## config.mk

```make
export PLATFORM = sky130hd
export DESIGN_NAME = writeback_arbiter
export DESIGN_NICKNAME = d
export VERILOG_FILES = /design/src/rtl/writeback_arbiter_pkg.sv /design/src/rtl/writeback_arbiter_wb_fifo.sv /design/src/rtl/writeback_arbiter.sv
export SDC_FILE = /design/constraint.sdc
export NUM_CORES = 1
export LEC_CHECK = 0
export CAP_MARGIN = 20
export CORE_MARGIN = 3
export CORE_UTILIZATION = 37
export DETAILED_ROUTE_END_ITERATION = 16
export SYNTH_ARGS = -nofsm -noshare
export SYNTH_HDL_FRONTEND = slang
export SYNTH_HIERARCHICAL = 1
export SYNTH_SLANG_ARGS = --single-unit
export TNS_END_PERCENT = 20
```

## constraint.sdc

```tcl
create_clock -name clk -period 4.01 [get_ports clk]
set_input_delay 0.401 -clock clk [delete_from_list [all_inputs] [get_ports clk]]
set_output_delay 0.401 -clock clk [all_outputs]
set_load 0.03 [all_outputs]
```

## src/rtl/writeback_arbiter_pkg.sv

```systemverilog
// writeback_arbiter_pkg
//   Shared constants for the writeback stage: data width, register file
//   geometry, number of result sources and per-source buffer depth.
//   Also holds the round-robin pointer advance helper used by the arbiter.
package writeback_arbiter_pkg;

  localparam int WB_WORD   = 32;  // register data width
  localparam int WB_NREG   = 32;  // architectural registers
  localparam int WB_REG_AW = 5;   // clog2(WB_NREG)
  localparam int WB_NSRC   = 4;   // result sources (functional units)
  localparam int WB_DEPTH  = 2;   // entries per source FIFO, power of two

  // Advance a round-robin index by one, wrapping at n. Works for any n,
  // not just powers of two.
  function automatic int rr_advance(input int idx, input int n);
    return (idx >= n - 1) ? 0 : idx + 1;
  endfunction

endpackage

```

## src/rtl/writeback_arbiter_wb_fifo.sv

```systemverilog
// wb_fifo
//   Small synchronous FIFO buffering one source's results ahead of the
//   writeback arbiter. Pointers wrap modulo DEPTH; an explicit count gives
//   full/empty. A push while full or a pop while empty is ignored.
// Ports
//   clk    in   1      clock
//   rst    in   1      synchronous reset, active-high (empties the FIFO)
//   push   in   1      write din this cycle
//   pop    in   1      drop the head entry this cycle
//   din    in   WIDTH  entry to write
//   dout   out  WIDTH  current head entry (valid when empty is low)
//   full   out  1      count == DEPTH
//   empty  out  1      count == 0
module wb_fifo
  import writeback_arbiter_pkg::*;
#(
  parameter int WIDTH = WB_REG_AW + WB_WORD,
  parameter int DEPTH = WB_DEPTH
) (
  input  logic             clk,
  input  logic             rst,
  input  logic             push,
  input  logic             pop,
  input  logic [WIDTH-1:0] din,
  output logic [WIDTH-1:0] dout,
  output logic             full,
  output logic             empty
);

  localparam int PW = $clog2(DEPTH);
  localparam int CW = PW + 1;

  logic [WIDTH-1:0] mem [DEPTH];
  logic [PW-1:0]    wr_ptr;
  logic [PW-1:0]    rd_ptr;
  logic [CW-1:0]    count;
  logic             do_push;
  logic             do_pop;

  assign full    = (count == CW'(DEPTH));
  assign empty   = (count == '0);
  assign do_push = push & ~full;
  assign do_pop  = pop & ~empty;
  assign dout    = mem[rd_ptr];

  // Storage needs no reset: an entry is only visible once count covers it.
  always_ff @(posedge clk) begin
    if (do_push) begin
      mem[wr_ptr] <= din;
    end
  end

  always_ff @(posedge clk) begin
    if (rst) begin
      wr_ptr <= '0;
      rd_ptr <= '0;
      count  <= '0;
    end else begin
      if (do_push) begin
        wr_ptr <= wr_ptr + PW'(1);
      end
      if (do_pop) begin
        rd_ptr <= rd_ptr + PW'(1);
      end
      unique case ({do_push, do_pop})
        2'b10:   count <= count + CW'(1);
        2'b01:   count <= count - CW'(1);
        default: count <= count;
      endcase
    end
  end

endmodule

```

## src/rtl/writeback_arbiter.sv

```systemverilog
// writeback_arbiter
//   Writeback stage in front of the register file's single write port.
//   Each source's results are buffered in its own wb_fifo; every cycle one
//   non-empty FIFO head is chosen round-robin and registered onto the write
//   port, together with a one-hot per-register write enable. Register 0 is
//   hardwired, so a write to it shows wb_valid_o but raises no enable.
// Ports
//   clk          in   1           clock
//   rst          in   1           synchronous reset, active-high
//   res_valid_i  in   N_SRC       source i offers a result
//   res_ready_o  out  N_SRC       source i FIFO can accept (not full)
//   res_addr_i   in   N_SRC*AW    destination register, slice [i*AW +: AW]
//   res_data_i   in   N_SRC*WORD  result data, slice [i*WORD +: WORD]
//   wb_valid_o   out  1           a writeback is presented this cycle
//   wb_addr_o    out  AW          destination register
//   wb_data_o    out  WORD        data to the register cells
//   wb_en_o      out  NREG        one-hot write enable, bit r -> cell r
//   busy_o       out  1           any FIFO non-empty or wb_valid_o high
module writeback_arbiter
  import writeback_arbiter_pkg::*;
#(
  parameter int N_SRC = WB_NSRC,
  parameter int WORD  = WB_WORD,
  parameter int NREG  = WB_NREG,
  parameter int AW    = WB_REG_AW,
  parameter int DEPTH = WB_DEPTH
) (
  input  logic                  clk,
  input  logic                  rst,
  input  logic [N_SRC-1:0]      res_valid_i,
  output logic [N_SRC-1:0]      res_ready_o,
  input  logic [N_SRC*AW-1:0]   res_addr_i,
  input  logic [N_SRC*WORD-1:0] res_data_i,
  output logic                  wb_valid_o,
  output logic [AW-1:0]         wb_addr_o,
  output logic [WORD-1:0]       wb_data_o,
  output logic [NREG-1:0]       wb_en_o,
  output logic                  busy_o
);

  localparam int RRW = (N_SRC > 1) ? $clog2(N_SRC) : 1;
  localparam int EW  = AW + WORD;

  logic [N_SRC-1:0] full;
  logic [N_SRC-1:0] empty;
  logic [N_SRC-1:0] grant_vec;
  logic [EW-1:0]    head [N_SRC];
  logic [RRW-1:0]   rr;
  logic [RRW-1:0]   grant_idx;
  logic             grant_any;
  logic [EW-1:0]    grant_entry;
  logic [AW-1:0]    next_addr;
  logic [NREG-1:0]  next_en;

  // Ready depends only on FIFO state, so a FIFO that is full stays not-ready
  // even in a cycle where it is being popped.
  assign res_ready_o = ~full;

  // Everything feeding busy_o is a register, so it reflects post-edge state.
  assign busy_o = (|(~empty)) | wb_valid_o;

  for (genvar i = 0; i < N_SRC; i++) begin : g_src
    wb_fifo #(
      .WIDTH(EW),
      .DEPTH(DEPTH)
    ) u_fifo (
      .clk  (clk),
      .rst  (rst),
      .push (res_valid_i[i] & ~full[i]),
      .pop  (grant_vec[i]),
      .din  ({res_addr_i[i*AW +: AW], res_data_i[i*WORD +: WORD]}),
      .dout (head[i]),
      .full (full[i]),
      .empty(empty[i])
    );
  end

  // Scan sources starting at the rr pointer; the first non-empty one wins
  // and is popped at the coming edge.
  always_comb begin
    int idx;
    idx       = 0;
    grant_vec = '0;
    grant_idx = '0;
    grant_any = 1'b0;
    for (int k = 0; k < N_SRC; k++) begin
      idx = int'(rr) + k;
      if (idx >= N_SRC) begin
        idx = idx - N_SRC;
      end
      if (!grant_any && !empty[idx]) begin
        grant_any      = 1'b1;
        grant_idx      = RRW'(idx);
        grant_vec[idx] = 1'b1;
      end
    end
  end

  assign grant_entry = head[grant_idx];
  assign next_addr   = grant_entry[EW-1 -: AW];

  // One-hot enable for the granted register; r0 never gets an enable.
  always_comb begin
    next_en = '0;
    if (next_addr != '0) begin
      next_en[next_addr] = 1'b1;
    end
  end

  // Output register and round-robin pointer. Address/data hold their last
  // value on idle cycles; only valid and the enables drop.
  always_ff @(posedge clk) begin
    if (rst) begin
      rr         <= '0;
      wb_valid_o <= 1'b0;
      wb_addr_o  <= '0;
      wb_data_o  <= '0;
      wb_en_o    <= '0;
    end else if (grant_any) begin
      rr         <= RRW'(rr_advance(int'(grant_idx), N_SRC));
      wb_valid_o <= 1'b1;
      wb_addr_o  <= next_addr;
      wb_data_o  <= grant_entry[WORD-1:0];
      wb_en_o    <= next_en;
    end else begin
      wb_valid_o <= 1'b0;
      wb_en_o    <= '0;
    end
  end

endmodule
```

== Word level (Yosys, flattened, before mapping) ==
Memory sizes are Yosys's and may differ from the RTL's. A register that Yosys moved wholly into a read port is not among the register bits.
Index checks and enable logic that the tools add are counted.

* Flip-flop bits (word level): 88
* Bits in latches: 0
* RAM bits: 296
* Memory bits (read-only): 0
* Output and inout bits: 75
* Logic and storage cells: 189
* Memories: 4

{| class="wikitable"
|+ Memories
! name !! depth !! width !! read ports !! clocked after memory_dff !! write ports !! line !! text
|-
| g_src[0].u_fifo.mem || 2 || 37 || 1 || 1 || 1 || writeback_arbiter_wb_fifo.sv:33 || <nowiki>logic [WIDTH-1:0] mem [DEPTH];</nowiki>
|-
| g_src[1].u_fifo.mem || 2 || 37 || 1 || 1 || 1 || writeback_arbiter_wb_fifo.sv:33 ||
|-
| g_src[2].u_fifo.mem || 2 || 37 || 1 || 1 || 1 || writeback_arbiter_wb_fifo.sv:33 ||
|-
| g_src[3].u_fifo.mem || 2 || 37 || 1 || 1 || 1 || writeback_arbiter_wb_fifo.sv:33 ||
|}

* $add $sub $neg: 24
* Multipliers: 0
* Div/mod/pow operators: 0
* $lt $le $gt $ge: 16
* Equality and inequality tests: 12
* Shift operators: 0
* Muxes and demuxes: 63
* Bitwise gates (word level): 29
* Reduce and logical (&&, ||, !) cells: 24

{| class="wikitable"
|+ Operator list
! kind !! number
|-
| 32-bit by 1-bit >= comparator with 1-bit output (second input constant) || 4
|-
| 32-bit by 4-bit less-than comparator with 1-bit output (second input constant) || 4
|-
| 32-bit 2-to-1 mux || 4
|-
| 37-bit binary-select mux with 2-bit select || 1
|-
| 37-bit 2-to-1 mux || 2
|-
| 1-bit 2-to-1 mux || 34
|-
| 2-bit equality test (second input constant) || 8
|-
| 4-bit 2-to-1 mux || 4
|-
| 2-bit one-hot mux with 2 select lines || 4
|-
| 1-bit bitwise AND || 12
|-
| 3-bit >= comparator (second input constant) || 4
|-
| 4-bit OR || 3
|-
| 3-bit by 3-bit subtractor with 4-bit output (second input constant) || 3
|-
| 2-bit by 1-bit adder with 2-bit output (second input constant) || 5
|-
| 2-bit 2-to-1 mux || 5
|-
| 1-bit inverter || 10
|-
| 1-bit adder (second input constant) || 8
|-
| 1-bit binary-select mux with 2-bit select || 4
|-
| 1-bit demux with 2-bit select || 4
|-
| 2-bit by 1-bit equality test with 1-bit output (second input constant) || 4
|-
| 1-bit logical AND || 8
|-
| 2-bit logical NOT || 4
|-
| 4-bit inverter || 2
|-
| 2-bit nonzero test || 4
|-
| other kinds (15) || 23
|}

== Depth between registers and ports, before layout ==
Gate-level depths: netlist of the first run.

* Depth after elaboration: 23
* Gate-level depth with buffers: 14

== Cells and area by module ==
Netlist of the first run, hierarchy kept.

{| class="wikitable"
|+ Modules (own cells, without submodules)
! module !! instances !! cells an instance !! area each (sq um) !! seq. area each (sq um)
|-
| wb_fifo || 4 || 141 || 2,882.8 || 2,322.2
|-
| writeback_arbiter || 1 || 440 || 4,157.7 || 1,441.4
|}

== Least setup slack after synthesis of the first run ==
OpenSTA, ideal clock, no wires.

* Path type: flip-flop to flip-flop
* Start point: register rr[0]
* End point: register wb_addr_o[3]
* Library setup time: 128 ps
* Arrival time: 2,933 ps
* Setup slack: 949 ps
* Cell stages (with the launch flop): 14
* Buffers on the path: 4
* Clock period less this slack: 3,061 ps
* Cells stage by stage: dfxtp_1 -> buf_6 -> inv_1 -> ha_1 -> buf_4 -> mux2i_2 -> mux2_2 -> nor2_4 -> mux2_2 -> a211oi_1 -> or2_1 -> buf_2 -> buf_4 -> o22ai_1

* Longest elaborated chain between the ends: 19
* Elaborated cells between the ends (all ways): 47
* Classes of those cells: add/sub: 7; order compare: 4; mux: 27; bitwise: 1; reduce/logical: 8

{| class="wikitable"
|+ RTL lines
! what !! line !! text
|-
| start: declaration || writeback_arbiter.sv:48 || <nowiki>logic [RRW-1:0] rr;</nowiki>
|-
| start signal: assignment || writeback_arbiter.sv:120 || <nowiki>rr <= RRW'(rr_advance(int'(grant_idx), N_SRC));</nowiki>
|-
| 2-bit by 1-bit adder with 3-bit output || writeback_arbiter.sv:87 || <nowiki>idx = int'(rr) + k;</nowiki>
|-
| 3-bit by 3-bit subtractor with 4-bit output or 3-bit >= comparator (tied branches) || writeback_arbiter.sv:89, writeback_arbiter.sv:88 ||
|-
| 32-bit 2-to-1 mux || writeback_arbiter.sv:88 || <nowiki>if (idx >= N_SRC) begin</nowiki>
|-
| 1-bit binary-select mux with 2-bit select || writeback_arbiter.sv:91 || <nowiki>if (!grant_any && !empty[idx]) begin</nowiki>
|-
| 1-bit 2-to-1 mux (implied by the code) (2 in a row) || writeback_arbiter.sv:91 ||
|-
| 1-bit logical NOT || writeback_arbiter.sv:91 ||
|-
| 1-bit logical AND || writeback_arbiter.sv:91 ||
|-
| 1-bit 2-to-1 mux || writeback_arbiter.sv:91 ||
|-
| 1-bit logical NOT || writeback_arbiter.sv:91 ||
|-
| 1-bit logical AND || writeback_arbiter.sv:91 ||
|-
| 1-bit 2-to-1 mux || writeback_arbiter.sv:91 ||
|-
| 1-bit logical NOT || writeback_arbiter.sv:91 ||
|-
| 1-bit logical AND || writeback_arbiter.sv:91 ||
|-
| 2-bit 2-to-1 mux || writeback_arbiter.sv:91 ||
|-
| 2-bit inverter with 3-bit output (implied by the code) || writeback_arbiter.sv:99 || <nowiki>assign grant_entry = head[grant_idx];</nowiki>
|-
| 37-bit binary-select mux with 2-bit select || writeback_arbiter.sv:99 ||
|-
| 37-bit 2-to-1 mux (implied by the code) (2 in a row) || writeback_arbiter.sv:99 ||
|-
| end signal: assignment || writeback_arbiter.sv:122 || <nowiki>wb_addr_o <= next_addr;</nowiki>
|-
| end: declaration || writeback_arbiter.sv:35 || <nowiki>output logic [AW-1:0] wb_addr_o,</nowiki>
|}

Several ways; a longest one is shown, not always the timed one. The select of a mux whose other input is x is not followed.
A chain may end at the register's enable or synchronous reset.

== Worst setup path after layout of the first run ==
Ends and elaborated chain as after synthesis.

==> results of run 1 <==
[power groups by stage]
stage	Sequential [W]	Clock, W	Combinational [W]
after floorplan	0.00614	0	0.00552
after global placement	0.00582	0	0.00841
after detailed placement	0.00585	0	0.00852
after CTS	0.00578	0.00379	0.00855
after global routing	0.00585	0.00398	0.00904
final	0.00577	0.00368	0.00836
[kinds of logic after synthesis]
family	count (synthesis)
buf+inv	76
simple gates	165
mux	232
fa+ha+maj	8
compound gates	121
other cells	1
flops	388
xor+xnor	13
[registers in the layout, indices dropped and copies added (netlist names), named ones only]
register	count
wb_valid_o	1
wb_addr_o	5
g_src.u_fifo/mem	296
rr	2
wb_en_o	32
g_src.u_fifo/count	8
g_src.u_fifo/wr_ptr	4
g_src.u_fifo/rd_ptr	4
wb_data_o	32
[layout make-up]
class	count	area, um^2
Multi-Input combinational cell	540	4610
Inverter	24	90.1
Antenna cell	2	5.00
Sequential cell	388	10700
Fill cell	3567	21500
Clock inverter	26	184
Tap cell	532	666
Clock buffer	51	1140
Timing Repair Buffer	255	2510
[cells in the final DEF, fill, tap and decap left out, drive strengths merged, types with 9 or more instances in the layout]
master and n:
nor4 25, clkdlybuf4s50 228, o21ai 17, xnor2 9, nor3 10, edfxtp 296, nand2b 11, o221ai 34
a22oi 12, inv 25, mux2i 73, mux2 155, nand2 47, a211oi 10, clkinv 22, dfxtp 92
a21oi 12, buf 27, nor2b 10, clkbuf 51, nor2 29
[stage by stage]
step	std cells	worst slack, ns	utilization (%)	area (um^2)
floorplan	1004	0.949	-	15700
global placement	1739	0.653	45.0	18600
detailed placement	1739	0.608	45.0	18600
CTS	1816	0.577	48.2	19900
global route	1816	0.308	48.2	19900
finish	1818	0.564	48.2	19900
[worst max-delay path by stage]
stage | end | start | depth (start not counted)
after CTS | wb_addr_o[3]$_SDFFE_PP0N_ | rr[0]$_SDFFE_PP0N_ | 9
after detailed placement | wb_en_o[16]$_SDFF_PP0_ | rr[0]$_SDFFE_PP0N_ | 9
after global placement | wb_en_o[22]$_SDFF_PP0_ | rr[0]$_SDFFE_PP0N_ | 9
after floorplan | wb_addr_o[3]$_SDFFE_PP0N_ | rr[0]$_SDFFE_PP0N_ | 13
final | wb_addr_o[3]$_SDFFE_PP0N_ | rr[0]$_SDFFE_PP0N_ | 9
after global routing | wb_en_o[16]$_SDFF_PP0_ | g_src[3].u_fifo/count[1]$_SDFFE_PP0P_ | 7
[synthesized netlist by cell type, types with 2 or more instances]
cell type  count  area, um^2
clkbuf_1      12        45.0
xnor2_1        9        78.8
edfxtp_1     296        8890
o21a_1         6        45.0
o22ai_1        4        25.0
o221ai_1      34         298
mux2_1        64         721
a211oi_2       3        37.5
nand4_1        2        12.5
nor4_1        25         156
a22o_1         6        52.6
dfxtp_1       92        1840
o21ai_0       13        65.1
mux4_2         4        90.1
ha_1           8         100
inv_2          4        15.0
o21ai_2        2        17.5
nand2b_2       4        35.0
nor2_1        27         101
o2111ai_1      2        17.5
mux2i_1       72         721
nor2b_1       10        62.6
buf_6          4        45.0
nand3_1        7        35.0
buf_2         31         155
buf_4          4        30.0
or3_1          8        50.1
a21oi_1       12        60.1
a211oi_1       7        52.6
o211ai_1       3        22.5
nand2_1       47         176
a22oi_1       12        90.1
xor2_1         4        35.0
or2_1          2        12.5
and3_1         5        31.3
a211o_1        3        26.3
inv_1         19        71.3
a21boi_2       2        22.5
a31oi_1        3        18.8
o21ai_1        2        10.0
nand2b_1       7        43.8
nor3_1        10        50.1
mux2_2        91        1020
nand3b_1       4        30.0
[metal layers]
metal / wire [um] / vias up / global-route usage, %
met5: 71 / - / 0
met4: 842 / 10 / 5.24
met3: 3020 / 65 / 5.72
met2: 21000 / 255 / 31.6
met1: 15800 / 4606 / 21.3
li1: - / 4393 / -
==> results_tabular.tex, run 1 <==
\begin{tabular}{lr}
\hline
Metric & Value \\
\hline
\multicolumn{2}{l}{\textbf{Clock network}} \\
\quad Setup Buffers After CTS & 0 \\
\quad Number of sinks handled by clock tree synthesis & about 390 \\
\quad Clk Tree Root Cell & clkbuf\_16 \\
\quad Maximum clock insertion buffer count & 3 \\
\quad Worst-skew pair later-pin latency & 0.57 ns \\
\quad Worst-path clk slew & around 0.060 ns \\
\quad CTS tree & done \\
\quad Hold buffer count at cts & 0 \\
\quad PostCTS Resize Cnt & 0 \\
\quad Clock buffers created by TritonCTS & 43 \\
\quad Max H-tree Level & 2 \\
\multicolumn{2}{l}{\textbf{Worst setup path}} \\
\quad Register-to-register setup slack & around 0.56 ns \\
\quad Required time of the critical path & around 4.4 ns \\
\quad Worst Setup End Kind & flop \\
\quad Crit path max-delay cell type & mux4\_2 \\
\quad Highest cell delay on the worst timing path & 0.59 ns \\
\quad Count of buffer and inverter cells on the critical path & 1 \\
\quad Signal arrival time at the worst endpoint & 3.87 ns \\
\quad CP max FO & 17 \\
\quad Critical path cell sequence & inv\_1, ha\_1, mux4\_2, a21boi\_2, o21a\_2, a22o\_1, a211oi\_1, or2\_1, o22ai\_1 \\
\quad Worst reg-to-reg path cell count & 9 \\
\quad Crit start category & flop \\
\quad Reg2reg start & rr[0]\$\_SDFFE\_PP0N\_ \\
\quad Category of cells accounting for the largest share of critical-path delay & compound AO/OA/AOI/OAI gates \\
\quad Type of the setup path with the least slack & reg2reg \\
\quad Worst flop-to-flop path endpoint & wb\_addr\_o[3]\$\_SDFFE\_PP0N\_ \\
\multicolumn{2}{l}{\textbf{Floorplan}} \\
\quad I/O pin total & 229 \\
\quad Number of cell rows & 74 \\
\quad Overall die width & about 210 um \\
\quad Initial core utilization & 37.9\% \\
\quad Die extent in y & between 200 and 250 um \\
\quad Core Region & approximately 41000 um\^{}2 \\
\quad DIE AREA & roughly 45000 um\^{}2 \\
\multicolumn{2}{l}{\textbf{STA}} \\
\quad Post-Route Setup TNS & 0 ns \\
\quad Final Cycle Share & a little under nine tenths \\
\quad Worst slew pin tran & 1.03 ns \\
\quad Setup clock skew after layout & $\sim$0.021 ns \\
\quad Number of pins exceeding their max-slew limit in the final report & 0 \\
\quad Maximum frequency from static timing analysis & between 200 and 300 MHz \\
\quad Minimum hold slack & 0.406 ns \\
\quad RSZ-0062 raised after global routing & no \\
\quad Max-Slew Margin vs Limit & around a third \\
\quad Number of setup violations in the final report & 0 \\
\quad Final number of hold-violating endpoints & 0 \\
\quad Final worst path period need & 3.45 ns \\
\multicolumn{2}{l}{\textbf{Final layout}} \\
\quad Ratio of cells with drive above 1 in the final layout & between 10\% and 20\% \\
\quad Area grow syn2layout & 27.1\% \\
\quad Net total in the final layout & 1414 \\
\multicolumn{2}{l}{\textbf{Status}} \\
\quad Run status & finished clean \\
\multicolumn{2}{l}{\textbf{Logic synthesis}} \\
\quad Portion of netlist area occupied by mux cells & approximately 16\% \\
\quad Part of the Yosys area used for sequential elements & approximately 68\% \\
\quad Synthesized area per cell & $\sim$16 um\^{}2 \\
\quad Ys flop type & edfxtp\_1 \\
\quad Largest family of logic cells by synthesized area & multiplexers \\
\quad Post-Syn Area & between 15000 and 20000 um\^{}2 \\
\quad Compound-Gate Fraction of Synth Area & $\sim$6.0\% \\
\quad Asr flop ratio synth & 0\% \\
\quad Xor and xnor area share after synthesis & less than 1\% \\
\quad Number of warnings reported in the yosys synthesis log & 6 \\
\quad Basic-gate share of the synthesized area counting and, or, nand and nor cells & roughly 5.4\% \\
\quad Number of cells produced by synthesis & 1004 \\
\quad Post-Synth Adder-Cell Area & less than 1\% \\
\quad Number of distinct library cell variants in the gate-level netlist after synthesis & a little over 60 \\
\quad Seq cells post-synth & 388 \\
\quad Synth Net Count & approximately 1200 \\
\quad EDFF count, synth & around 300 \\
\multicolumn{2}{l}{\textbf{Power}} \\
\quad Overall power & about 0.018 W \\
\quad Total leakage power & a little under 7 nW \\
\quad Max IR drop VDD & 595 uV \\
\quad Sequential fraction of design power & 32.4\% \\
\quad Combinational fraction of design power & around 47\% \\
\quad Internal power & around 0.011 W \\
\quad Net switching fraction of the power & between 30 and 40\% \\
\quad Power dissipated by switching net loads & between 0.007 and 0.008 W \\
\quad Part of the power in the clock network & between 20\% and 30\% \\
\quad Power density relative to cell area & slightly below 900 nW/um\^{}2 \\
\multicolumn{2}{l}{\textbf{GRT}} \\
\quad Global-route wire length before repair & $\sim$60000 um \\
\quad Number of antenna violations at the first check in global routing & 8 \\
\quad Total gr overflow & 0 \\
\quad GRT Util Overall & between 10\% and 20\% \\
\quad Largest net degree at the start of global routing & 44 \\
\quad Vias in the first global route & between 9000 and 10000 \\
\multicolumn{2}{l}{\textbf{Route}} \\
\quad Residual DRC & 0 \\
\quad Ratio of routed vias to standard cells & 5.13 \\
\quad First DRT Iteration DRCs & a little over 500 \\
\quad Routed wirelength normalized by instance count & 22.4 um \\
\quad Detailed-route wire length & 40700 um \\
\quad Number of antenna-violating nets in the routed design & 0 \\
\quad DR pass1 iterations & 4 \\
\quad Vias after detailed routing & between 9000 and 10000 \\
\multicolumn{2}{l}{\textbf{Min path}} \\
\quad Worst hold path cell count & 1 \\
\quad Worst hold path type & in2reg \\
\quad Hold\_sp & res\_data\_i[65] \\
\quad Worst min-delay path endpoint & g\_src[2].u\_fifo/mem[0][1]\$\_DFFE\_PP\_ \\
\multicolumn{2}{l}{\textbf{Place}} \\
\quad Sum of net half-perimeters after detailed placement & between 20000 and 30000 um \\
\quad RD Place Congestion & $\sim$0.84 \\
\quad Port buffer count & $\sim$230 \\
\multicolumn{2}{l}{\textbf{Flow run}} \\
\quad \# Max-Cap Violations & 0 \\
\hline
\end{tabular}
Note: power is estimated with default switching activity, not from simulation.
==> run 2: changes to the inputs <==
Settings changed: ABC_CLOCK_PERIOD_IN_PS from default to 4010, CORE_ASPECT_RATIO from default to 0.75, HOLD_SLACK_MARGIN from default to 0.08.
==> run 2 against run 1 <==
Die area about the same. Critical endpoint is now wb_en_o[24]$_SDFF_PP0_. Total power grew 1.6%. Global-route usage is 0.19 points higher. Critical path type unchanged. Register-to-register slack got worse by 0.14 ns. Flip-flop and latch count stayed put.
==> results_tabular.tex, run 2 (synthesized netlist as in run 1, its figures left out) <==
\begin{tabular}{lr}
\hline
Metric & Value \\
\hline
\multicolumn{2}{l}{\textbf{Status}} \\
\quad Run status & finished clean \\
\multicolumn{2}{l}{\textbf{STA}} \\
\quad Minimum hold slack & 0.444 ns \\
\quad Number of setup violations in the final report & 0 \\
\quad Max-Slew Margin vs Limit & approximately 22\% \\
\quad Maximum frequency from static timing analysis & 279 MHz \\
\quad Final Cycle Share & about nine tenths \\
\quad Number of pins exceeding their max-slew limit in the final report & 0 \\
\quad Setup clock skew after layout & between 0.02 and 0.025 ns \\
\quad Post-Route Setup TNS & 0 ns \\
\quad Final worst path period need & 3.59 ns \\
\quad Final number of hold-violating endpoints & 0 \\
\quad RSZ-0062 raised after global routing & no \\
\quad Worst slew pin tran & between 1 and 1.5 ns \\
\multicolumn{2}{l}{\textbf{Clock network}} \\
\quad Worst-path clk slew & about 0.070 ns \\
\quad Maximum clock insertion buffer count & 3 \\
\quad CTS tree & done \\
\quad Clock buffers created by TritonCTS & 40 \\
\quad Clk Tree Root Cell & clkbuf\_16 \\
\quad Max H-tree Level & 2 \\
\quad Number of sinks handled by clock tree synthesis & 388 \\
\quad Worst-skew pair later-pin latency & 0.54 ns \\
\quad PostCTS Resize Cnt & 0 \\
\quad Setup Buffers After CTS & 0 \\
\quad Hold buffer count at cts & 0 \\
\multicolumn{2}{l}{\textbf{Place}} \\
\quad Dpl cell area & 18600 um\^{}2 \\
\quad RD Place Congestion & between 0.8 and 0.9 \\
\quad Cell count after placement & 1769 \\
\quad Sum of net half-perimeters after detailed placement & around 29000 um \\
\quad Port buffer count & between 200 and 250 \\
\multicolumn{2}{l}{\textbf{Route}} \\
\quad Vias after detailed routing & 9427 \\
\quad Number of antenna-violating nets in the routed design & 0 \\
\quad DR pass1 iterations & 5 \\
\quad Ratio of routed vias to standard cells & 5.12 \\
\quad First DRT Iteration DRCs & 625 \\
\quad Residual DRC & 0 \\
\quad Routed wirelength normalized by instance count & roughly 23 um \\
\quad Detailed-route wire length & 41500 um \\
\multicolumn{2}{l}{\textbf{Final layout}} \\
\quad Net total in the final layout & approximately 1400 \\
\quad Count of filler cells inserted in the layout & between 3000 and 4000 \\
\quad Non-Filler Instances & about 1800 \\
\quad Register name with the most flops & g\_src.u\_fifo/mem \\
\quad Commonest cells after routing, fill and taps aside & edfxtp\_1, clkdlybuf4s50\_1, mux2\_2, dfxtp\_1, mux2i\_1 \\
\quad Most common cell after layout, fill and taps aside & edfxtp\_1 \\
\quad Final instance area & about 20000 um\^{}2 \\
\quad Antenna diode count & 0 \\
\quad Area grow syn2layout & 27.3\% \\
\quad Number of flip-flops under the largest register name & 296 \\
\quad Ratio of cells with drive above 1 in the final layout & between 10\% and 20\% \\
\quad Largest regs & g\_src.u\_fifo/mem x296, wb\_data\_o x32, wb\_en\_o x32 \\
\multicolumn{2}{l}{\textbf{Floorplan}} \\
\quad Initial core utilization & between 30\% and 40\% \\
\quad Overall die width & 244 um \\
\quad Die extent in y & 184 um \\
\quad Core Region & about 41000 um\^{}2 \\
\quad Number of cell rows & 64 \\
\quad I/O pin total & approximately 230 \\
\quad DIE AREA & roughly 45000 um\^{}2 \\
\multicolumn{2}{l}{\textbf{Min path}} \\
\quad Worst hold path type & in2reg \\
\quad Hold\_sp & res\_addr\_i[0] \\
\quad Worst min-delay path endpoint & g\_src[0].u\_fifo/mem[0][32]\$\_DFFE\_PP\_ \\
\quad Worst hold path cell count & 1 \\
\multicolumn{2}{l}{\textbf{Worst setup path}} \\
\quad Reg2reg start & rr[0]\$\_SDFFE\_PP0N\_ \\
\quad Register-to-register setup slack & about 0.42 ns \\
\quad Type of the setup path with the least slack & reg2reg \\
\quad Worst reg-to-reg path cell count & 9 \\
\quad Signal arrival time at the worst endpoint & 3.95 ns \\
\quad Crit start category & flop \\
\quad Highest cell delay on the worst timing path & about 0.87 ns \\
\quad Critical path cell sequence & inv\_1, ha\_1, mux2i\_2, mux2\_2, nor2\_4, or3b\_1, a21o\_1, a22oi\_1, nor4\_1 \\
\quad Crit path max-delay cell type & a22oi\_1 \\
\quad CP max FO & 15 \\
\quad Worst flop-to-flop path endpoint & wb\_en\_o[24]\$\_SDFF\_PP0\_ \\
\quad Start point of the critical path & rr[0]\$\_SDFFE\_PP0N\_ \\
\quad Worst Setup End Kind & flop \\
\quad Required time of the critical path & $\sim$4.4 ns \\
\multicolumn{2}{l}{\textbf{Power}} \\
\quad Total leakage power & 6.78 nW \\
\quad Power density relative to cell area & 906 nW/um\^{}2 \\
\quad Max IR drop VDD & around 740 uV \\
\quad Overall power & 0.0181 W \\
\multicolumn{2}{l}{\textbf{GRT}} \\
\quad Met1 Use GR & between 20\% and 30\% \\
\quad Total gr overflow & 0 \\
\quad Met2 demand-to-capacity share in global routing & approximately 26\% \\
\quad Global-route wire length before repair & slightly above 60000 um \\
\quad GRT Util Overall & roughly 18\% \\
\quad Met3 Track Usage GR & about 3.2\% \\
\quad Vias in the first global route & between 9000 and 10000 \\
\quad Global route hottest layer & met1 \\
\quad Largest net degree at the start of global routing & 38 \\
\quad Number of antenna violations at the first check in global routing & 0 \\
\multicolumn{2}{l}{\textbf{Flow run}} \\
\quad \# Max-Cap Violations & 0 \\
\hline
\end{tabular}
==> run 2: changes by cell type in the layout (fill, tap and decap cells not counted), moves of 2 or more <==
cell / delta
clkbuf_1: +6
clkinv_8: -2
clkbuf_16: +2
clkinv_1: -2
clkinv_2: -5
diode_2: -2
dfxtp_1: +2
dfxtp_2: -2
clkinvlp_4: -2
==> run 2: cell type report <==
type	instances	area, um^2	share of cell area (%)
clock inverter	15	101	0.508
timing repair buffer	256	2520	12.6
tap	561	702	3.52
clock buffer	59	1220	6.10
sequential	388	10700	53.8
inverter	24	90.1	0.451
multi-input combinational	540	4600	23.1
==> run 2: worst max-delay path by stage <==
stage	end	slack, ns	cells after the start
detailed placement	wb_en_o[24]$_SDFF_PP0_	0.54	9
global placement	wb_en_o[2]$_SDFF_PP0_	0.58	8
finish	wb_en_o[24]$_SDFF_PP0_	0.42	9
global route	wb_en_o[26]$_SDFF_PP0_	0.15	9
floorplan	wb_addr_o[3]$_SDFFE_PP0N_	0.95	13
CTS	wb_en_o[24]$_SDFF_PP0_	0.52	9
==> run 2: report_power, final <==
group / internal [W] / leakage (nW) / total [W] / switching [W]
combinational: 0.00320 / 2.61 / 0.00869 / 0.00549
clock: 0.00218 / 0.652 / 0.00369 / 0.00152
sequential: 0.00541 / 3.52 / 0.00571 / 0.000302
==> run 2: worst max-delay path: cells and delay by family (launching register included) <==
kind | cells | cell delay, ns
AOI/OAI and AO/OA | 2 | 1.07
adders and majority gates | 1 | 0.63
buffers and inverters | 1 | 0.12
DFF | 1 | 0.33
muxes | 2 | 0.67
and+or+nand+nor | 3 | 0.58
==> run 2: layer usage <==
metal	share of wire [%]	routed length, um
met5	0	0
met4	2.6	1090
met3	5.4	2230
met1	50	20700
met2	42	17500
==> run 2: stage by stage <==
step                      utilization [%]  setup WS (ns)
after floorplan                         -          0.949
after global placement               45.1          0.579
after detailed placement             45.1          0.536
after CTS                            48.3          0.522
after global routing                 48.3          0.154
final                                48.3          0.420
